`config.mk`:
```
export PLATFORM = sky130hd
export DESIGN_NAME = vga_frame_reader
export DESIGN_NICKNAME = d
export VERILOG_FILES = /design/src/rtl/vga_frame_reader.sv
export SDC_FILE = /design/constraint.sdc
export NUM_CORES = 1
export LEC_CHECK = 0
export CAP_MARGIN = 40
export CORE_ASPECT_RATIO = 2
export CORE_MARGIN = 2
export CORE_UTILIZATION = 54
export DETAILED_ROUTE_END_ITERATION = 7
export MAX_ROUTING_LAYER = met4
export PLACE_DENSITY = 0.79
export RECOVER_POWER = 50
export SLEW_MARGIN = 25
export SYNTH_ARGS = -nofsm -noshare
export SYNTH_HDL_FRONTEND = slang
export SYNTH_SLANG_ARGS = --single-unit
```
`constraint.sdc`:
```
create_clock -name clk -period 3.1 [get_ports clk]
set_input_delay 0.62 -clock clk [delete_from_list [all_inputs] [get_ports clk]]
set_output_delay 0.62 -clock clk [all_outputs]
set_load 0.03 [all_outputs]
```
`src/rtl/vga_frame_reader.sv`:
```
// -----------------------------------------------------------------------------
// vga_frame_reader
//
// Read-side frame fetcher running in the SDRAM clock domain. Each VGA frame
// start (vsync, resynchronized here) clears the display FIFO and streams one
// complete frame out of the currently displayed SDRAM bank into that FIFO. It
// does this with a series of burst read requests, issued only while the FIFO
// has enough free room. When the whole frame has been fetched, vga_rise is
// held high for RISE_HOLD cycles so the bank switcher can advance the display
// to the newest complete bank.
//
// Ports
//   clk           SDRAM-domain clock
//   rst_133       asynchronous active-low reset
//   vga_vsync     frame-start level from the VGA domain (asynchronous)
//   vga_bank      bank to display; latched only at frame start
//   fifo_wrusedw  used words at the FIFO write side
//   fifo_aclr     one-cycle FIFO clear at frame start
//   sd_rd_req     burst read request, held until sd_rd_ack
//   sd_rd_ack     controller accepted the request (1-cycle pulse)
//   sd_rd_done    last word of the burst is in the FIFO (1-cycle pulse)
//   sd_rd_bank    bank of the current burst
//   sd_rd_addr    start word address of the current burst
//   sd_rd_len     burst length in words
//   vga_rise      frame-complete indication, RISE_HOLD cycles wide
//   frame_late    one-cycle pulse: vsync arrived before the fetch completed
// -----------------------------------------------------------------------------
module vga_frame_reader #(
  parameter int FRAME_WORDS = 307200,
  parameter int BURST_LEN   = 256,
  parameter int ADDR_W      = 19,
  parameter int FIFO_AW     = 10,
  parameter int FIFO_ROOM   = 512,
  parameter int RISE_HOLD   = 4
) (
  input  logic              clk,
  input  logic              rst_133,
  input  logic              vga_vsync,
  input  logic [1:0]        vga_bank,
  input  logic [FIFO_AW:0]  fifo_wrusedw,
  output logic              fifo_aclr,
  output logic              sd_rd_req,
  input  logic              sd_rd_ack,
  input  logic              sd_rd_done,
  output logic [1:0]        sd_rd_bank,
  output logic [ADDR_W-1:0] sd_rd_addr,
  output logic [9:0]        sd_rd_len,
  output logic              vga_rise,
  output logic              frame_late
);

  typedef enum logic [2:0] {
    S_IDLE,
    S_CHECK,
    S_REQ,
    S_WAIT,
    S_DONE
  } state_t;

  // One extra bit on the counter arithmetic so FRAME_WORDS itself fits.
  localparam int CW = ADDR_W + 1;
  localparam logic [CW-1:0] FRAME_C = CW'(FRAME_WORDS);
  localparam logic [CW-1:0] BURST_C = CW'(BURST_LEN);

  // Free-space arithmetic: 2^FIFO_AW needs FIFO_AW+1 bits, plus headroom.
  localparam int FW = FIFO_AW + 2;
  localparam logic [FW-1:0] FIFO_DEPTH_C = FW'(2 ** FIFO_AW);
  localparam logic [FW-1:0] ROOM_C       = FW'(FIFO_ROOM);

  localparam int HW = $clog2(RISE_HOLD);
  localparam logic [HW-1:0] HOLD_LAST = HW'(RISE_HOLD - 1);

  // ---------------------------------------------------------------------------
  // vsync synchronizer and rising-edge detect
  // ---------------------------------------------------------------------------
  logic vs_meta_q, vs_sync_q, vs_dly_q;
  logic fs;

  always_ff @(posedge clk or negedge rst_133) begin
    if (!rst_133) begin
      vs_meta_q <= 1'b0;
      vs_sync_q <= 1'b0;
      vs_dly_q  <= 1'b0;
    end else begin
      vs_meta_q <= vga_vsync;
      vs_sync_q <= vs_meta_q;
      vs_dly_q  <= vs_sync_q;
    end
  end

  assign fs = vs_sync_q & ~vs_dly_q;

  // ---------------------------------------------------------------------------
  // Frame fetch FSM
  // ---------------------------------------------------------------------------
  state_t              state_q, state_d;
  logic [ADDR_W-1:0]   cnt_q, cnt_d;
  logic [1:0]          bk_lat_q, bk_lat_d;
  logic                pend_q, pend_d;
  logic [HW-1:0]       hold_q, hold_d;
  logic [ADDR_W-1:0]   addr_q, addr_d;
  logic [9:0]          len_q, len_d;
  logic                req_q, rise_q, aclr_q, late_q;
  logic                aclr_d, late_d;
  logic                start;

  logic [CW-1:0]       rem;
  logic [CW-1:0]       cnt_sum;
  logic [FW-1:0]       free;

  assign rem     = FRAME_C - {1'b0, cnt_q};
  assign cnt_sum = {1'b0, cnt_q} + CW'(len_q);
  assign free    = FIFO_DEPTH_C - {1'b0, fifo_wrusedw};

  always_comb begin
    state_d  = state_q;
    cnt_d    = cnt_q;
    bk_lat_d = bk_lat_q;
    pend_d   = pend_q;
    hold_d   = hold_q;
    addr_d   = addr_q;
    len_d    = len_q;
    aclr_d   = 1'b0;
    late_d   = 1'b0;
    start    = 1'b0;

    case (state_q)
      S_IDLE: begin
        if (fs) start = 1'b1;
      end

      S_CHECK: begin
        if (fs) begin
          // Nothing outstanding at the controller: restart on the spot.
          late_d = 1'b1;
          start  = 1'b1;
        end else if (free >= ROOM_C) begin
          state_d = S_REQ;
          addr_d  = cnt_q;
          len_d   = (rem < BURST_C) ? 10'(rem) : 10'(BURST_LEN);
        end
      end

      S_REQ: begin
        // The handshake must complete; a new frame waits for its done.
        if (fs) begin
          late_d = 1'b1;
          pend_d = 1'b1;
        end
        if (sd_rd_ack) state_d = S_WAIT;
      end

      S_WAIT: begin
        if (fs) late_d = 1'b1;
        if (sd_rd_done) begin
          if (pend_q || fs) begin
            start = 1'b1;
          end else begin
            cnt_d   = cnt_sum[ADDR_W-1:0];
            hold_d  = '0;
            state_d = (cnt_sum == FRAME_C) ? S_DONE : S_CHECK;
          end
        end else if (fs) begin
          pend_d = 1'b1;
        end
      end

      S_DONE: begin
        // A vsync here is on time; it is remembered and served once the
        // rise pulse has run its full length.
        if (fs) pend_d = 1'b1;
        if (hold_q == HOLD_LAST) begin
          if (pend_q || fs) start = 1'b1;
          else              state_d = S_IDLE;
        end else begin
          hold_d = hold_q + HW'(1);
        end
      end

      default: state_d = S_IDLE;
    endcase

    if (start) begin
      bk_lat_d = vga_bank;
      cnt_d    = '0;
      pend_d   = 1'b0;
      aclr_d   = 1'b1;
      state_d  = S_CHECK;
    end
  end

  always_ff @(posedge clk or negedge rst_133) begin
    if (!rst_133) begin
      state_q  <= S_IDLE;
      cnt_q    <= '0;
      bk_lat_q <= 2'b00;
      pend_q   <= 1'b0;
      hold_q   <= '0;
      addr_q   <= '0;
      len_q    <= '0;
      req_q    <= 1'b0;
      rise_q   <= 1'b0;
      aclr_q   <= 1'b0;
      late_q   <= 1'b0;
    end else begin
      state_q  <= state_d;
      cnt_q    <= cnt_d;
      bk_lat_q <= bk_lat_d;
      pend_q   <= pend_d;
      hold_q   <= hold_d;
      addr_q   <= addr_d;
      len_q    <= len_d;
      // Outputs registered from the next state so they are glitch-free and
      // line up exactly with the state they describe.
      req_q    <= (state_d == S_REQ);
      rise_q   <= (state_d == S_DONE);
      aclr_q   <= aclr_d;
      late_q   <= late_d;
    end
  end

  assign fifo_aclr  = aclr_q;
  assign sd_rd_req  = req_q;
  assign sd_rd_bank = bk_lat_q;
  assign sd_rd_addr = addr_q;
  assign sd_rd_len  = len_q;
  assign vga_rise   = rise_q;
  assign frame_late = late_q;

endmodule

```
# == Word level (Yosys, flattened, before mapping) ==
# Index checks and enable logic that the tools add are counted.
# op_classes
bitwise_logic,3
magnitude_cmp,2
addsub,4
eq_ne,13
muxes,30
reduce_logical,13
# op_table
op,n
$mux 19,4
$mux 3,9
$add 19x10->20,1
$eq 20x19->1 const B,1
$lt 20x9->1 const B,1
$sub 19x19->20 const A,1
$pmux 3 s5,1
$ge 12x10->1 const B,1
$sub 11x11->12 const A,1
$mux 10,1
$eq 3x2->1 const B,3
$mux 1,9
$ne 2x2->1 const B,4
$eq 3x3->1 const B,2
$mux 2,3
$reduce_and 3->1,2
$reduce_bool 2->1,3
$pmux 2 s2,1
$reduce_and 4->1,1
$reduce_or 2->1,2
$eq 3x1->1 const B,1
$logic_not 3->1,1
$ne 3x3->1 const B,1
$pmux 1 s3,1
other kinds (9),10
# word_totals
inputBits,18
regBits,63

# == Longest topological paths before layout ==
# Gate-level depths: netlist (run 1).
# depth
word_depth,8
depth_mapped,10
depth_no_buf,9

# == Worst setup path after synthesis (run 1) ==
# OpenSTA, ideal clock, no wires.
# synth_timing
path_kind,register to register
from,"register len_q[0], in the netlist sd_rd_len[0]"
to,register state_q[0]
path_slack_ns,0.228
stages_incl_launch_ff,10
t_required_ns,2.961
setup_ns,0.139
arrival_time_ns,2.733
cell_sequence,dfrtp_1 > ha_1 > fa_1 > a21o_1 > a221o_1 > a31oi_1 > xnor2_1 > o2111ai_2 > nor4_2 > o31ai_2
# synth_between
elab_chain_cells,7
# synth_lines
item,line,rtl
start: declaration,102,"logic [9:0] len_q, len_d;"
start signal: assignment,212,len_q <= len_d;
$add 19x10->20,112,"assign cnt_sum = {1'b0, cnt_q} + CW'(len_q);"
$eq 20x19->1,161,state_d = (cnt_sum == FRAME_C) ? S_DONE : S_CHECK;
$mux 3,161,
$mux 3,156,if (pend_q || fs) begin
$mux 3,155,if (sd_rd_done) begin
$pmux 3 s5,127,case (state_q)
$mux 3,183,if (start) begin
net state_d[0],96,"state_t state_q, state_d;"
end signal: assignment,206,state_q <= state_d;
end: declaration,96,
# The timed path passes the listed nets, and every way through them passes these cells.
# A chain may end at the register's enable or synchronous reset.

# == Final worst setup path (run 1) ==
# layout_timing
from,register cnt_q[0]
to,register state_q[0]
# layout_between
elab_chain_cells,7
# layout_lines
item,line,rtl
start: declaration,97,"logic [ADDR_W-1:0] cnt_q, cnt_d;"
start signal: assignment,207,cnt_q <= cnt_d;
$add 19x10->20,112,
$eq 20x19->1,161,
$mux 3,161,
$mux 3,156,
$mux 3,155,
$pmux 3 s5,127,
$mux 3,183,
net state_d[0],96,
# The timed path passes the listed nets, and every way through them passes these cells.

==> metrics.yaml, run 1 <==
drive_gt1_frac: 0.1278
rsz0062_at_grt: "false"
first_pass_iters: 4
dp_hpwl_mm: 7.536
met2_usage: 0.5237
synthCells: 385
drtIter0Drc: 260
fillers: 496
htree_levels: 3
p_leak_nw: 2.079
synth.net_count: 416
synth_top_family_by_area: "simple AND/OR/NAND/NOR gates"
core-area_um2: 6569
yosys_warnings: 0
drc: 0
synth_area_um2: 3610
vias_per_cell: 5.891
area_delta_synth_final_pct: 26.86
min_path_type: "register to register"
grt_pass1_vias: 3176
criticalPathCategory: "register to register"
fin_crit_sh: 0.9515
total_power_mw: 3.018
dieArea_um2: 7394
ant_nets: 0
synth_compound_area_frac: 0.1868
synth.yosys.seq_area_share: 0.4367
clock_latency_ns: 0.34
slew_viol_final: 64
antenna_found_initial: 0
worstPathMaxFanout: 6
synth_ff_type: "dfrtp_1"
slew-limit-headroom: -0.04561
ioPinCount: 53
min_period_ns: 2.950
gr-usage-met3: 0.05711
syn_area_per_cell_um2: 9.376
crit_chain: "ha_1 > fa_1 > a21o_1 > a221o_1 > a31oi_1 > xnor2_1 > o2111ai_2 > nor4_2 > o31ai_2"
finalSetupTns_ns: 0
use_met1: 0.3090
grt_first_pass_wirelength_mm: 15.88
path_clk_slew_ns: 0.06
powerDensity_nw_per_um2: 659.0
postCtsSetupRepairBufs: 0
cts_made_buffers: 9
top_usage_layer: "met2"
ys_ff_latch: 63
start_kind: "register"
drt-total-wl_mm: 10.09
worst-path-buf-inv: 0
end_kind: "register"
ctsResizeCount: 0
wl_per_cell_um: 18.89
critPathSlowestCell: "dfrtp_1"
synthSimpleGateAreaFrac: 0.1958
portBuffers: 52
synthAdderAreaFrac: 0.04714
crit_family: "compound AO/OA/AOI/OAI gates"
fin_worst_skew_ns: 0.007460
cp.arrival_ns: 3.15
synth_xor_area_frac: 0.04610
multi_input_area_um2: 1893
grt_use_total: 0.3071
setup_violations: 0
fp.dieH_um: 119.6
ir_worst_vdd_mv: 0.4681
max_stage_delay_ns: 0.44
worstMarginPinSlew_ns: 1.568
grt_max_degree: 64
cts.sinks: 63
diodes: 0
fmax_ghz: 0.3390
synth_mux_area_frac: 0.04853
grt-ovfl-total: 0
die_w_um: 61.81
rrSetupSlack_ns: 0.15
async_reset_ff_frac: 1.000
dp_slack_ns: 0.1062
ys_types: 60
crit_required_ns: 3.30
place_congestion: 0.8852
cts-root-buf: "clkbuf_16"
regArea_um2: 1577
cts_tree: "done"
violations: "capacitance limit, slew limit"
synth-edff-count: 0
maxCapViolCount: 1
hold_violations: 0
nets: 473
status: "finished with violations"
core.rowCount: 42
cts_buffer_depth: 2
setup_slack_ns: 0.1505
via_count: 3146
start_util: 0.5495
==> cells in the mapped netlist (2+ instances only) <==
library cell | n | area [µm²]
dfrtp_1 | 63 | 1577
nand2_1 | 44 | 165.2
o21ai_0 | 31 | 155.2
nor2_1 | 27 | 101.4
clkbuf_1 | 21 | 78.83
nand3_1 | 14 | 70.07
ha_1 | 12 | 150.1
mux2_2 | 12 | 135.1
xnor2_1 | 12 | 105.1
a21oi_1 | 11 | 55.05
inv_1 | 10 | 37.54
nor3_1 | 9 | 45.04
a22o_1 | 8 | 70.07
nand4_1 | 8 | 50.05
xor2_1 | 7 | 61.31
a21o_1 | 6 | 45.04
nor4_1 | 6 | 37.54
o21a_1 | 6 | 45.04
o31ai_1 | 6 | 45.04
and2_1 | 5 | 31.28
and3_1 | 4 | 25.02
mux2i_1 | 4 | 40.04
nand2b_1 | 4 | 25.02
or3_1 | 4 | 25.02
nor2b_1 | 3 | 18.77
o2111ai_1 | 3 | 26.28
o22ai_1 | 3 | 18.77
a211oi_1 | 2 | 15.01
a221oi_1 | 2 | 17.52
a22oi_1 | 2 | 15.01
a311oi_1 | 2 | 17.52
a31oi_1 | 2 | 12.51
and3_2 | 2 | 15.01
o211a_1 | 2 | 20.02
or2_2 | 2 | 12.51
or4_1 | 2 | 15.01
==> final timing paths <==
kind / from / depth (start not counted) / to
min in group asynchronous: rst_133 / 2 / sd_rd_addr[4]$_DFFE_PN0P_
worst min-delay path: vs_meta_q$_DFF_PN0_ / 0 / vs_sync_q$_DFF_PN0_
worst max-delay path: cnt_q[0]$_DFFE_PN0P_ / 9 / state_q[0]$_DFF_PN0_
worst max register to register: cnt_q[0]$_DFFE_PN0P_ / 9 / state_q[0]$_DFF_PN0_
worst min register to register: vs_meta_q$_DFF_PN0_ / 0 / vs_sync_q$_DFF_PN0_
max in group asynchronous: rst_133 / 2 / sd_rd_addr[13]$_DFFE_PN0P_
==> placed cells by master, fill, tap and decap left out, types with 5 or more instances in the layout <==
cell type / n
clkbuf_16: 9
inv_1: 10
a21oi_1: 11
o21ai_0: 31
mux2_2: 12
o21a_1: 6
xnor2_1: 12
nor2_1: 27
xor2_1: 7
a22o_1: 8
a21o_1: 6
nand4_1: 8
and2_1: 5
o31ai_1: 6
nor3_1: 9
nand2_1: 44
clkdlybuf4s50_1: 44
ha_1: 12
nor4_1: 6
dlygate4sd3_1: 7
nand3_1: 14
buf_4: 16
dfrtp_1: 63
==> worst reg2reg max path, cell delays in order, from the launching register on <==
cell and delay [ns]:
dfrtp_1 0.44, ha_1 0.24, fa_1 0.41, a21o_1 0.21, a221o_1 0.40, a31oi_1 0.29, xnor2_1 0.17, o2111ai_2 0.15
nor4_2 0.41, o31ai_2 0.10
==> cell families after synthesis <==
group | after synthesis
xor gates and xnor gates | 19
DFF | 63
and+or+nand+nor | 141
AOI/OAI and AO/OA | 98
adders and majority gates | 13
muxes | 16
buffers and inverters | 35
==> where the power goes <==
group / internal [mW] / switching, mW
registers: 0.913 / 0.0856
logic: 0.394 / 0.626
clock network: 0.656 / 0.344
total: 1.96 / 1.06
==> what timing repair did <==
action,in CTS,in global routing
hold buffers,0,0
setup endpoints to repair,0,3
endpoints found under the hold margin,0,0
==> cell type report <==
cell class / count / share of cell area
Sequential cell: 63 / 0.3443
Tap cell: 88 / 0.02404
Inverter: 11 / 0.009016
Timing Repair Buffer: 70 / 0.1443
Clock buffer: 11 / 0.05519
Clock inverter: 4 / 0.009836
Multi-Input combinational cell: 287 / 0.4134
==> sequential cells by signal, summed over array words and instances, names as in the netlist, 2 cells and up <==
register,flops
cnt_q,19
sd_rd_bank,2
sd_rd_len,10
sd_rd_addr,19
hold_q,2
state_q,3
==> layer usage <==
metal	up-vias	wire [µm]
met5	-	0
met4	0	584
met3	38	336
met2	90	5688
met1	1514	3477
li1	1504	-
==> through the flow <==
| stage | instances | hold WS [ns] | cell area (µm²) | utilization |
|---|---|---|---|---|
| 2_1_floorplan | 385 | 0.3244 | 3610 | - |
| 3_3_place_gp | 519 | 0.3451 | 4297 | 0.6541 |
| 3_5_place_dp | 519 | 0.3402 | 4297 | 0.6541 |
| 4_1_cts | 534 | 0.3067 | 4594 | 0.6994 |
| 5_1_grt | 534 | 0.3545 | 4579 | 0.6971 |
| 6_report | 534 | 0.3483 | 4579 | 0.6971 |
No activity file was read; power rests on OpenSTA's default activity.
==> inputs of run 2 (changes only) <==
--- a/config.mk
+++ b/config.mk
@@ -8,10 +8,10 @@
 export CAP_MARGIN = 40
 export CORE_ASPECT_RATIO = 2
 export CORE_MARGIN = 2
-export CORE_UTILIZATION = 54
+export CORE_UTILIZATION = 55
 export DETAILED_ROUTE_END_ITERATION = 7
 export MAX_ROUTING_LAYER = met4
-export PLACE_DENSITY = 0.79
+export PLACE_DENSITY = 0.81
 export RECOVER_POWER = 50
 export SLEW_MARGIN = 25
 export SYNTH_ARGS = -nofsm -noshare
==> run 2 against run 1 <==
  * The run still ends with capacitance limit, slew limit left
  * Critical path depth unchanged
  * Setup slack worse by 0.026 ns
  * Critical endpoint is now state_q[2]$_DFF_PN0_
  * Cell count fell by 0.37%
  * Flip-flop and latch count unchanged
  * Via count up 2.3%
  * Clock skew shrank 0.00058 ns
==> metrics.yaml, run 2 (same netlist as run 1, synthesis figures left out) <==
status: "finished with violations"
violations: "capacitance limit, slew limit"
drc: 0  # unchanged
powerDensity_nw_per_um2: 661.4  # +0.37%
diodes: 0  # unchanged
nets: 472  # -0.21%
antenna_found_initial: 0  # unchanged
slew_viol_final: 32  # -50%
worst-path-buf-inv: 1  # +1
criticalPathCategory: "register to register"
drt-total-wl_mm: 10.29  # +2.0%
cts_made_buffers: 9  # unchanged
fp.dieH_um: 118.6  # -0.88%
fin_worst_skew_ns: 0.006880  # -0.0005794 ns
layout.cells.most_common: "dfrtp_1"
min_period_ns: 2.976  # +0.02635 ns
cp.arrival_ns: 3.20  # +0.05 ns
critPathSlowestCell: "dfrtp_1"
maxCapViolCount: 1  # unchanged
drive_gt1_frac: 0.1278  # unchanged
clock_latency_ns: 0.33  # about the same
portBuffers: 52  # unchanged
min_path_type: "register to register"
mostFrequentLayoutCells: "dfrtp_1 (63), clkdlybuf4s50_1 (45), nand2_1 (44), o21ai_0 (31), nor2_1 (27)"
grt_first_pass_wirelength_mm: 16.40  # +3.3%
p_leak_nw: 2.068  # -0.54%
grt_use_total: 0.3176  # +0.01044
crit_chain: "ha_1 > nand4_1 > or4_1 > o211a_1 > or3_4 > o2111ai_2 > nor4_2 > buf_4 > a21o_1"
via_count: 3217  # +2.3%
cts-root-buf: "clkbuf_16"
start_kind: "register"
end_kind: "register"
grt_max_degree: 37  # -42%
area_delta_synth_final_pct: 27.38
drtIter0Drc: 148  # -43%
path_clk_slew_ns: 0.06  # about the same
fillers: 494  # -0.40%
die_w_um: 61.29  # -0.85%
crit_family: "simple AND/OR/NAND/NOR gates"
dieArea_um2: 7267  # -1.7%
grt-ovfl-total: 0  # unchanged
core-area_um2: 6310  # -3.9%
cts_buffer_depth: 2  # unchanged
dp_hpwl_mm: 7.760  # +3.0%
multi_input_area_um2: 1899  # +0.33%
ant_nets: 0  # unchanged
setup_violations: 0  # unchanged
place_congestion: 0.9620  # +8.7%
start_util: 0.5721  # +0.02256
fin_crit_sh: 0.9600  # +0.008499
max_stage_delay_ns: 0.47  # +0.03 ns
ir_worst_vdd_mv: 0.4449  # -5.0%
hold_violations: 0  # unchanged
finalNonFillerCells: 532  # -0.37%
fmax_ghz: 0.3360  # -0.89%
core.rowCount: 41  # -2.4%
ioPinCount: 53  # unchanged
place_inst: 515  # -0.77%
grt_pass1_vias: 3278  # +3.2%
dp_slack_ns: 0.1547  # +0.04853 ns
vias_per_cell: 6.047  # +2.6%
first_pass_iters: 4  # unchanged
regArea_um2: 1577  # unchanged
worstMarginPinSlew_ns: 1.633  # +0.06470 ns
slew-limit-headroom: -0.08874  # -0.04313
rrSetupSlack_ns: 0.12  # -0.03 ns
worstPathMaxFanout: 9  # +3
crit_required_ns: 3.33  # +0.03 ns
wl_per_cell_um: 19.35  # +2.4%
cts.sinks: 63  # unchanged
htree_levels: 3  # unchanged
cts_tree: "done"
setup_slack_ns: 0.1242  # -0.02635 ns
==> run 2: timing repair <==
action                                  in CTS  in global routing
resized for setup                            0                  1
setup buffers                                0                  1
hold endpoints to repair                     0                  0
endpoints found under the setup margin       0                  3
hold buffers                                 0                  0
==> run 2: area by class of cell <==
type                            instances  area share
Multi-Input combinational cell        287      0.4131
Clock inverter                          6     0.01524
Inverter                               11    0.008980
Sequential cell                        63      0.3429
Timing Repair Buffer                   69      0.1445
Tap cell                               86     0.02340
Clock buffer                           10     0.05197
==> run 2: final timing paths <==
kind | end | start | cells after the start
max reg2reg | state_q[2]$_DFF_PN0_ | cnt_q[5]$_DFFE_PN0P_ | 9
max in group asynchronous | cnt_q[17]$_DFFE_PN0P_ | rst_133 | 2
min in group asynchronous | sd_rd_addr[4]$_DFFE_PN0P_ | rst_133 | 1
max | state_q[2]$_DFF_PN0_ | cnt_q[5]$_DFFE_PN0P_ | 9
min reg2reg | vs_sync_q$_DFF_PN0_ | vs_meta_q$_DFF_PN0_ | 0
min | vs_sync_q$_DFF_PN0_ | vs_meta_q$_DFF_PN0_ | 0
==> run 2: per-layer routing <==
metal / track usage / wire, µm
met1: 0.3272 / 3662
met2: 0.5432 / 5866
met3: 0.06236 / 345
met4: 0.1549 / 418
met5: - / 0
==> run 2: power by group <==
group	switching, mW	internal, mW
clock network	0.372	0.646
logic	0.625	0.406
registers	0.0817	0.912
total	1.08	1.96
==> run 2: per-stage QoR <==
stage	power (mW)	util	instance area, µm²	setup TNS (ns)	hold WS (ns)
floorplan	1.642	-	3610	0	0.3244
global placement	2.012	0.6802	4292	0	0.3456
detailed placement	2.034	0.6802	4292	0	0.3550
CTS	3.055	0.7291	4601	0	0.3560
global route	3.187	0.7287	4598	-0.06465	0.3785
finish	3.041	0.7287	4598	0	0.3676
